File: src/rtl/hpdmc_mgmt_seq.sv
// SDRAM command sequencer: turns FML management requests into ACT/RD/WR/PRE/REF
// commands, tracks one open row per bank and schedules periodic auto refresh.
module hpdmc_mgmt_seq #(
  parameter int sdram_depth       = 26,
  parameter int sdram_columndepth = 9,
  parameter int sdram_rowdepth    = 13,
  parameter int tim_rp            = 2,
  parameter int tim_rcd           = 2,
  parameter int tim_rfc           = 8,
  parameter int tim_refi          = 740
) (
  input  logic                      sys_clk,
  input  logic                      sys_rst_n,
  input  logic                      mgmt_stb,
  input  logic                      mgmt_we,
  input  logic [sdram_depth-3:0]    mgmt_address,
  output logic                      mgmt_ack,
  input  logic                      read_safe,
  input  logic                      write_safe,
  output logic                      read,
  output logic                      write,
  output logic                      sdram_cs_n,
  output logic                      sdram_ras_n,
  output logic                      sdram_cas_n,
  output logic                      sdram_we_n,
  output logic [1:0]                sdram_ba,
  output logic [sdram_rowdepth-1:0] sdram_adr
);

  localparam int TW = $clog2(tim_rp + tim_rcd + tim_rfc + 1);
  localparam int RW = $clog2(tim_refi + 1);
  localparam logic [sdram_rowdepth-1:0] ADR_A10 = sdram_rowdepth'(1024);

  typedef enum logic [3:0] {
    IDLE, PRECHARGE, WAIT_RP, ACTIVATE, WAIT_RCD, ISSUE,
    PRECHARGE_ALL, WAIT_RP_ALL, REFRESH, WAIT_RFC
  } state_t;

  state_t                       state;
  logic [sdram_columndepth-1:0] in_col, req_col;
  logic [1:0]                   in_bank, req_bank;
  logic [sdram_rowdepth-1:0]    in_row, req_row;
  logic                         req_we;
  logic [3:0]                   bank_open;
  logic [sdram_rowdepth-1:0]    bank_row [4];
  logic [TW-1:0]                wait_cnt;
  logic [RW-1:0]                refi_cnt;
  logic                         refresh_pending;
  logic                         issue_safe;

  assign in_col     = mgmt_address[sdram_columndepth-1:0];
  assign in_bank    = mgmt_address[sdram_columndepth+1 -: 2];
  assign in_row     = mgmt_address[sdram_columndepth+2 +: sdram_rowdepth];
  assign issue_safe = req_we ? write_safe : read_safe;

  always_ff @(posedge sys_clk or negedge sys_rst_n) begin
    if (!sys_rst_n) begin
      state           <= IDLE;
      sdram_cs_n      <= 1'b1;
      {sdram_ras_n, sdram_cas_n, sdram_we_n} <= 3'b111;
      sdram_ba        <= '0;
      sdram_adr       <= '0;
      mgmt_ack        <= 1'b0;
      read            <= 1'b0;
      write           <= 1'b0;
      bank_open       <= '0;
      for (int i = 0; i < 4; i++) bank_row[i] <= '0;
      req_col         <= '0;
      req_bank        <= '0;
      req_row         <= '0;
      req_we          <= 1'b0;
      wait_cnt        <= '0;
      refi_cnt        <= RW'(tim_refi);
      refresh_pending <= 1'b0;
    end else begin
      // Every cycle defaults to NOP with strobes low; states override below.
      sdram_cs_n <= 1'b0;
      {sdram_ras_n, sdram_cas_n, sdram_we_n} <= 3'b111;
      mgmt_ack   <= 1'b0;
      read       <= 1'b0;
      write      <= 1'b0;

      case (state)
        IDLE: begin
          if (refresh_pending) begin
            state <= PRECHARGE_ALL;
          end else if (mgmt_stb) begin
            req_col  <= in_col;
            req_bank <= in_bank;
            req_row  <= in_row;
            req_we   <= mgmt_we;
            if (!bank_open[in_bank])              state <= ACTIVATE;
            else if (bank_row[in_bank] == in_row) state <= ISSUE;
            else                                  state <= PRECHARGE;
          end
        end
        PRECHARGE: begin
          {sdram_ras_n, sdram_cas_n, sdram_we_n} <= 3'b010;
          sdram_ba            <= req_bank;
          sdram_adr           <= '0;
          bank_open[req_bank] <= 1'b0;
          if (tim_rp > 1) begin
            wait_cnt <= TW'(tim_rp - 2);
            state    <= WAIT_RP;
          end else begin
            state <= ACTIVATE;
          end
        end
        WAIT_RP: begin
          if (wait_cnt == '0) state <= ACTIVATE;
          else                wait_cnt <= wait_cnt - TW'(1);
        end
        ACTIVATE: begin
          {sdram_ras_n, sdram_cas_n, sdram_we_n} <= 3'b011;
          sdram_ba            <= req_bank;
          sdram_adr           <= req_row;
          bank_open[req_bank] <= 1'b1;
          bank_row[req_bank]  <= req_row;
          if (tim_rcd > 1) begin
            wait_cnt <= TW'(tim_rcd - 2);
            state    <= WAIT_RCD;
          end else begin
            state <= ISSUE;
          end
        end
        WAIT_RCD: begin
          if (wait_cnt == '0) state <= ISSUE;
          else                wait_cnt <= wait_cnt - TW'(1);
        end
        ISSUE: begin
          if (issue_safe) begin
            {sdram_ras_n, sdram_cas_n, sdram_we_n} <= req_we ? 3'b100 : 3'b101;
            sdram_ba  <= req_bank;
            sdram_adr <= sdram_rowdepth'(req_col);
            mgmt_ack  <= 1'b1;
            read      <= ~req_we;
            write     <= req_we;
            state     <= IDLE;
          end
        end
        PRECHARGE_ALL: begin
          {sdram_ras_n, sdram_cas_n, sdram_we_n} <= 3'b010;
          sdram_adr <= ADR_A10;
          bank_open <= '0;
          if (tim_rp > 1) begin
            wait_cnt <= TW'(tim_rp - 2);
            state    <= WAIT_RP_ALL;
          end else begin
            state <= REFRESH;
          end
        end
        WAIT_RP_ALL: begin
          if (wait_cnt == '0) state <= REFRESH;
          else                wait_cnt <= wait_cnt - TW'(1);
        end
        REFRESH: begin
          {sdram_ras_n, sdram_cas_n, sdram_we_n} <= 3'b001;
          refresh_pending <= 1'b0;
          if (tim_rfc > 1) begin
            wait_cnt <= TW'(tim_rfc - 2);
            state    <= WAIT_RFC;
          end else begin
            state <= IDLE;
          end
        end
        WAIT_RFC: begin
          if (wait_cnt == '0) state <= IDLE;
          else                wait_cnt <= wait_cnt - TW'(1);
        end
        default: state <= IDLE;
      endcase

      // Placed after the FSM so a new refresh falling due wins over the clear in REFRESH.
      if (refi_cnt == RW'(1)) begin
        refi_cnt        <= RW'(tim_refi);
        refresh_pending <= 1'b1;
      end else begin
        refi_cnt <= refi_cnt - RW'(1);
      end
    end
  end

endmodule

File: config.mk
export PLATFORM = sky130hd
export DESIGN_NAME = hpdmc_mgmt_seq
export DESIGN_NICKNAME = d
export VERILOG_FILES = /design/src/rtl/hpdmc_mgmt_seq.sv
export SDC_FILE = /design/constraint.sdc
export NUM_CORES = 1
export LEC_CHECK = 0
export BUFFER_PORTS_ARGS = -buffer_cell sky130_fd_sc_hd__buf_2
export CORE_MARGIN = 1
export CORE_UTILIZATION = 30
export DETAILED_ROUTE_END_ITERATION = 10
export PLACE_DENSITY = 0.51
export SYNTH_ARGS = -nofsm -noshare
export SYNTH_HDL_FRONTEND = slang
export SYNTH_SLANG_ARGS = --single-unit
File: constraint.sdc
create_clock -name sys_clk -period 2.1 [get_ports sys_clk]
set_input_delay 0.42 -clock sys_clk [delete_from_list [all_inputs] [get_ports sys_clk]]
set_output_delay 0.42 -clock sys_clk [all_outputs]
set_load 0.005 [all_outputs]
Word-level counts from Yosys, hierarchy flattened:

Index checks and enable logic that the tools add are counted.

* register bits: 122
* input port bits: 30
* output and inout bits: 22
* logic and storage cells: 117

* add/subtract/negate cells: 2
* $lt $le $gt $ge: 6
* equality and inequality tests: 18
* muxes and demuxes: 43
* bitwise gates (word level): 7
* reduce and logical (&&, ||, !) cells: 19

Operators with widths (number)
* bitwise mux 52 bit: 1
* 2-to-1 mux 13 bit: 4
* case mux 13 bit (4 select lines): 1
* case mux 4 bit (10 select lines): 1
* 2-to-1 mux 4 bit: 8
* binary-select mux 13 bit (select 2 bit): 1
* demux 13 bit (select 2 bit): 1
* case mux 4 bit (3 select lines): 2
* equality test 4 x 3 -> 1 bit, second input constant: 4
* 2-to-1 mux 1 bit: 14
* equality test 13 bit: 1
* inequality test 2 bit, second input constant: 6
* equality test 10 x 1 -> 1 bit, second input constant: 1
* 2-to-1 mux 10 bit: 1
* subtractor 10 x 1 -> 10 bit, second input constant: 1
* equality test 4 x 2 -> 1 bit, second input constant: 2
* equality test 4 bit, second input constant: 2
* logical NOT 4 bit: 2
* OR reduction 4 bit: 2
* greater-or-equal comparator 3 bit, second input constant: 2
* < comparator 2 x 3 -> 1 bit, second input constant: 2
* 2-to-1 mux 3 bit: 2
* NOT 2 -> 3 bit: 2
* case mux 1 bit (2 select lines): 3
* other kinds (22): 29

Longest topological paths before layout:

Gate-level depths: netlist (run 1).

* depth after elaboration: 10
* depth in mapped cells: 8
* mapped depth without buffers: 6

Least setup slack after synthesis (run 1):

Ideal clock, no wire load.

* kind: input port to flip-flop
* start: input mgmt_address[10]
* end: register state[2]
* setup time: 64 ps
* data arrival time: 1768 ps
* data required time: 2036 ps
* setup slack: 267 ps
* cell stages on the path: 6
* path buffers: 1
* cell sequence: buf_2 > mux2i_1 > mux2_2 > a211o_1 > nor4_2 > a211o_1

* longest elaborated chain between the ends: 10
* elaborated cells on any way between the ends: 12
* those cells by class: 1 x eq/ne; 10 x mux; 1 x bitwise

RTL lines
* from (decl): RTL line 16 `input logic [sdram_depth-3:0] mgmt_address,`
* NOT 2 -> 3 bit (implied by the code): RTL line 93 `else if (bank_row[in_bank] == in_row) state <= ISSUE;`
* binary-select mux 13 bit (select 2 bit): RTL line 93
* 2-to-1 mux 13 bit (implied by the code) (2 in series): RTL line 93
* equality test 13 bit: RTL line 93
* 2-to-1 mux 3 bit: RTL line 93
* 2-to-1 mux 3 bit *: RTL line 92 `if (!bank_open[in_bank]) state <= ACTIVATE;`
* 2-to-1 mux 4 bit *: RTL line 87 `end else if (mgmt_stb) begin`
* 2-to-1 mux 4 bit *: RTL line 85 `if (refresh_pending) begin`
* case mux 4 bit (10 select lines) *: RTL line 83 `case (state)`
* to (signal assigned): RTL line 86 `state <= PRECHARGE_ALL;`
* to (signal assigned): RTL line 92
* to (signal assigned): RTL line 93
* to (decl): RTL line 39 `state_t state;`

Mark *: on every way between the ends. The rest lies on a longest branch, timed or not. The select of a mux whose other input is x is not followed.
A chain may end at the register's enable or synchronous reset.

Worst setup path in the final report (run 1):

* start: register state[2]
* end: register wait_cnt[1]

* longest elaborated chain between the ends: 4
* elaborated cells on any way between the ends: 14
* those cells by class: 9 x eq/ne; 1 x mux; 4 x reduce/logical

RTL lines
* from (signal assigned): RTL line 58 `state <= IDLE;`
* from (signal assigned): RTL line 86
* from (signal assigned): RTL line 92
* equality test 4 bit, or another cell as far along: RTL line 83
* OR reduction 4 bit (no source line) / OR reduction 3 bit (equally long branches)
* inequality test 2 bit (no source line) / nonzero test 3 bit (equally long branches)
* AND reduction 2 bit (no source line)
* to (signal assigned): RTL line 103 `wait_cnt <= TW'(tim_rp - 2);`
* to (signal assigned): RTL line 111 `else wait_cnt <= wait_cnt - TW'(1);`
* to (signal assigned): RTL line 120 `wait_cnt <= TW'(tim_rcd - 2);`
* to (decl): RTL line 46 `logic [TW-1:0] wait_cnt;`

Parallel ways exist; a longest one is shown, timed or not.

==> results of run 1 <==
state kept, by name, indices dropped and copies added, names as in the netlist:
signal and flops:
sdram_ba 2, mgmt_ack 1, read 1, req_col 9, req_row 13, sdram_adr 13, refi_cnt 10, sdram_we_n 1
req_bank 2, bank_row 52, wait_cnt 4, refresh_pending 1, state 4, sdram_cas_n 1, req_we 1, sdram_ras_n 1
bank_open 4, write 1, sdram_cs_n 1
routing by layer:
layer / track usage (%) / vias to the layer above
met3: 3.10 / 18
li1: - / 1735
met5: 0 / -
met2: 22.2 / 62
met1: 18.4 / 1848
met4: 6.32 / 0
placed cells by master (no fill, tap or decap), drive strengths merged, types with 6 or more instances in the layout:
cell    instances
nor2           26
buf            75
nand3           6
a21oi          15
a22oi           9
mux2i           9
mux2           81
clkbuf         20
dfrtp         113
xnor2          18
clkinv          8
nand2          32
dfstp           9
o21ai          18
mux4           12
inv             7
power by group:
part | total (uW) | switching (uW) | leakage (uW) | internal (uW)
combinational | 3440 | 1580 | 0.00132 | 1870
sequential | 4100 | 743 | 0.00150 | 3360
clock | 2920 | 1030 | 0.000293 | 1890
worst max path at each step:
stage	cells past startpoint	end	slack, ns
floorplan	6	state[2]	0.27
global placement	7	state[2]	0.12
detailed placement	7	state[2]	0.09
CTS	7	wait_cnt[1]	0.15
global route	7	wait_cnt[1]	0.02
finish	7	wait_cnt[1]	0.18
cell families after synthesis:
group	after synthesis
adder cells (fa/ha/maj)	3
flip-flops	122
AND/OR/NAND/NOR	106
other	1
AO/OA/AOI/OAI	59
XOR/XNOR	18
buffers and inverters	27
multiplexers	102
through the flow:
step                worst slack (ns)  instance area [um2]  std cells
floorplan                      0.267                 5660        438
global placement               0.121                 6320        722
detailed placement            0.0909                 6320        722
CTS                            0.154                 6920        755
global route                  0.0188                 6930        755
finish                         0.185                 6930        755
cell type report:
type                            count  share of cell area [%]
Timing Repair Buffer               76                    7.19
Clock inverter                     12                    2.15
Inverter                            7                   0.379
Sequential cell                   122                    44.2
Clock buffer                       20                    6.45
Multi-Input combinational cell    289                    35.5
Tap cell                          229                    4.13
timing repair:
item,in CTS,in global routing
hold buffers,1,0
endpoints found under the hold margin,14,0
endpoints found under the setup margin,0,5
gates resized for setup,0,1
critical path: cells and delay by family, from the launching register on:
kind            cells  cell delay, ns
compound gates      3            0.66
flops               1            0.42
buf+inv             2            0.41
simple gates        2            0.31
==> out/results.txt, run 1 <==
status = completed
area of the mapped netlist = 0.00566 mm2
Ys Warns = 0
area of the multi-input gates = 0.00246 mm2
CTS Root Cell = clkbuf_16
Final nets = 546
Final Core Density = 38.1%
Pwr Density = 1510 mW/mm2
postcts setup bufs = 0
Tcrit/Tclk final = 91.2%
number of fill cells = 1708
Post-Synth XOR/XNOR Area = 2.79%
R2R depth = 7
post-layout power = 10500 uW
Synth async-reset ratio = 100%
Final ANT Viol Nets = 0
first-pass GRT wire length = 20.8 mm
Setup crit end kind = register
reg2reg setup slack = 0.18 ns
ant diodes = 0
Final Setup Violations = 0
Worst Max-Slew Pin Slew = 0.530 ns
Highest Signal Layer = met4
minimum clock period = 1.92 ns
Critical path origin = state[2]
Syn Nets = 471
Worst Hold Depth = 2
CP Class = reg2reg
share of the yosys chip area belonging to registers = 54.2%
Register Area = 0.00306 mm2
Synth top cells by count = 113 x dfrtp_1, 68 x mux2_2, 31 x nand2_1
Synth area leader = dfrtp_1
VDD IR-drop max = 463 uV
Synth Flop Type = dfrtp_1
share of layout cells above drive strength 1 = 39.0%
worst min-delay path startpoint = mgmt_address[7]
vias = 3663
Max transition margin = 64.3%
CTS Sinks = 122
unrepaired setup endpoints after global routing = false
worst min path class = in2reg
Layout area overhead = 22.5%
routed wl met2 = 5.90 mm
Initial Util = 31.1%
CP dominant cell by count = buf_4
CTS tree = built
Crit path largest cell delay = 0.42 ns
Synth Area in Simple Gates = 10.2%
initial antenna violation count = 0
gate count of the mapped netlist = 438
Total Wirelength = 12.5 mm
vias in the first global route = 3860
drt via density = 4.85
Final TNS setup = 0 ns
crit-path max FO = 10
CP Launch Type = register
fmax = 522 MHz
critical path, cell by cell = buf_4 > and4bb_1 > a211oi_4 > buf_4 > nor2_1 > a21o_1 > a221oi_1
Final GP Congestion = 0.777
Inserted Clock Buffers = 17
Hold Path End = req_col[7]
top-count cell post-synth = dfrtp_1
CTS max path bufs = 2
Worst-Skew Late Latency = 0.41 ns
clk slew on worst S/H paths = 0.06 ns
post-synth top area share = 50.0%
GRT overflow = 0
IO Port Bufs = 51
die area = 0.0194 mm2
Clock Skew = 0.00795 ns
data required time of the critical path = 2.40 ns
Iteration-0 DRC Markers = 240
Post-synth EDFFs = 0
reg2reg start = state[2]
CTS H-tree lvls = 4
Leakage = 0.00311 uW
I/O pins = 52
Synth Register Bits = 122
Synth cell types = 54
CORE AREA = 0.0182 mm2
routed wl met3 = 424 um
die extent in y = 139 um
fraction of synthesized area in multiplexers = 22.5%
Hold Fails Final Rpt = 0
main combinational cell family by area after synthesis = multiplexers
critical path's slowest cell = dfrtp_1
Final Max Slew Viols = 0
adder-cell share of the synthesized area = 0.663%
first-pass iteration count of the detailed router = 4
routed length on met1 = 5.90 mm
syn_area_per_cell = 12.9 um2
CP Data Arrival Time = 2.22 ns
Global Route Usage Sum = 14.0%
detailed placement HPWL = 8.87 mm
Synth Area in Compound Gates = 7.10%
Area contributors post-synth = dfrtp_1 50%, mux2_2 14%, mux4_2 4.8%, dfstp_2 4.2%, xnor2_1 2.8%
largest net degree at the start of global routing = 38
WHS = 0.223 ns
FF-to-FF End = wait_cnt[1]
MaxCap Viol Count = 0
post-DR wirelength/cell = 16.5 um
Die X = 139 um
num rows = 49
Post-route DRC = 0
No activity file was read; power rests on OpenSTA's default activity.
==> run 2, diff against run 1 <==
BUFFER_PORTS_ARGS = -buffer_cell sky130_fd_sc_hd__clkbuf_2   (was -buffer_cell sky130_fd_sc_hd__buf_2)
==> run 2 against run 1 <==
  * Sequential power is essentially flat
  * Cell count down 0.13%
  * Register-to-register slack lost 0.03 ns
  * First-iteration DRC count is 5.4% higher
  * Core utilization is 0.38 points higher
  * Via count up 0.52%
  * Fmax decreased by 1.7%
==> out/results.txt, run 2 (synthesis gave the netlist of run 1 again) <==
MaxCap Viol Count = 0
Total Wirelength = 12.6 mm
Inserted Clock Buffers = 17
unrepaired setup endpoints after global routing = false
Final Max Slew Viols = 0
Post-Place Cells = 721
routed wl met2 = 5.93 mm
routed wl met3 = 418 um
Initial Util = 31.1%
I/O pins = 52
worst min path class = in2reg
first-pass GRT wire length = 20.7 mm
Worst-Skew Late Latency = 0.42 ns
most frequent cells in the layout = 113 x dfrtp_1, 68 x mux2_2, 50 x clkbuf_2
routed length on met1 = 5.99 mm
CTS max path bufs = 2
Final nets = 545
CTS Root Cell = clkbuf_16
CP Class = reg2reg
Layout area overhead = 23.7%
CTS Sinks = 122
post-DR wirelength/cell = 16.7 um
Leakage = 0.00313 uW
share of layout cells above drive strength 1 = 39.0%
postcts setup bufs = 0
post-placement cell area = 0.00631 mm2
Hold Fails Final Rpt = 0
Final Setup Violations = 0
VDD IR-drop max = 584 uV
Critical path origin = state[2]
Iteration-0 DRC Markers = 253
Clock Skew = 0.00561 ns
fin cells = 754
ant diodes = 0
commonest non-fill, non-tap cell in the layout = dfrtp_1
CP Launch Type = register
vias in the first global route = 3822
WHS = 0.226 ns
Setup crit end kind = register
area of the multi-input gates = 0.00246 mm2
CORE AREA = 0.0182 mm2
minimum clock period = 1.95 ns
die extent in y = 139 um
largest net degree at the start of global routing = 74
Die X = 139 um
GRT overflow = 0
data required time of the critical path = 2.42 ns
worst min-delay path startpoint = mgmt_address[7]
Final GP Congestion = 0.763
crit-path max FO = 10
CTS H-tree lvls = 4
fmax = 513 MHz
Max transition margin = 63.8%
num rows = 49
reg2reg start = state[2]
status = completed
IO Port Bufs = 51
Highest Signal Layer = met4
Global Route Usage Sum = 14.0%
Tcrit/Tclk final = 92.8%
die area = 0.0194 mm2
drt via density = 4.88
Biggest register = bank_row
vias = 3682
CP Data Arrival Time = 2.26 ns
top flop regs = bank_row x52, req_row x13, sdram_adr x13
initial antenna violation count = 0
Final ANT Viol Nets = 0
final instance area = 0.00700 mm2
first-pass iteration count of the detailed router = 4
Worst Max-Slew Pin Slew = 0.538 ns
number of fill cells = 1728
Register Area = 0.00306 mm2
CTS tree = built
Post-route DRC = 0
Pwr Density = 1560 mW/mm2
clk slew on worst S/H paths = 0.06 ns
Final TNS setup = 0 ns
number of flip-flops in the largest register = 52
detailed placement HPWL = 8.73 mm
run 2: worst paths after layout:
path                       cells after the start     endpoint  slack (ns)
max reg2reg                                    7  wait_cnt[1]        0.15
min                                            2   req_col[7]        0.23
min reg2reg                                    1  wait_cnt[0]        0.48
max in group asynchronous                      3   req_row[3]        1.11
min in group asynchronous                      2  refi_cnt[0]        0.37
max                                            7  wait_cnt[1]        0.15
run 2: stage by stage:
| step | worst slack (ns) | power, uW | utilization, % |
|---|---|---|---|
| floorplan | 0.267 | 6450 | - |
| global placement | 0.114 | 7470 | 34.7 |
| detailed placement | 0.0982 | 7590 | 34.7 |
| CTS | 0.133 | 11000 | 38.4 |
| global route | 0.00511 | 11600 | 38.4 |
| finish | 0.151 | 10900 | 38.4 |
run 2: where the power goes:
group	switching, uW	leakage [uW]	internal (uW)
Clock	1100	0.000318	2230
Sequential	755	0.00150	3360
Combinational	1580	0.00131	1860
Total	3440	0.00313	7450
run 2: cell type report:
class                      count  area share [%]
clock buffer                  18            6.13
clock inverter                14            3.47
inverter                       7           0.375
multi-input combinational    289            35.1
sequential                   122            43.8
tap                          229            4.09
timing repair buffer          75            7.01
run 2: routing by layer:
metal  up-vias  track usage (%)
li1       1732                -
met1      1880             18.2
met2        55             22.1
met3        15             3.54
met4         0             6.32
met5         -                0
run 2: worst max-delay path, cell delays in order (launching register included):
cell and delay (ns):
dfrtp_1 0.46, buf_4 0.21, and4bb_1 0.26, a211oi_4 0.27
buf_4 0.20, nor2_1 0.05, a21o_1 0.15, a221oi_1 0.24
run 2: what timing repair did:
item                       CTS  global route
setup endpoints to repair    0             3
gates resized for setup      0             1
hold endpoints to repair     4             0
hold buffers                 1             0
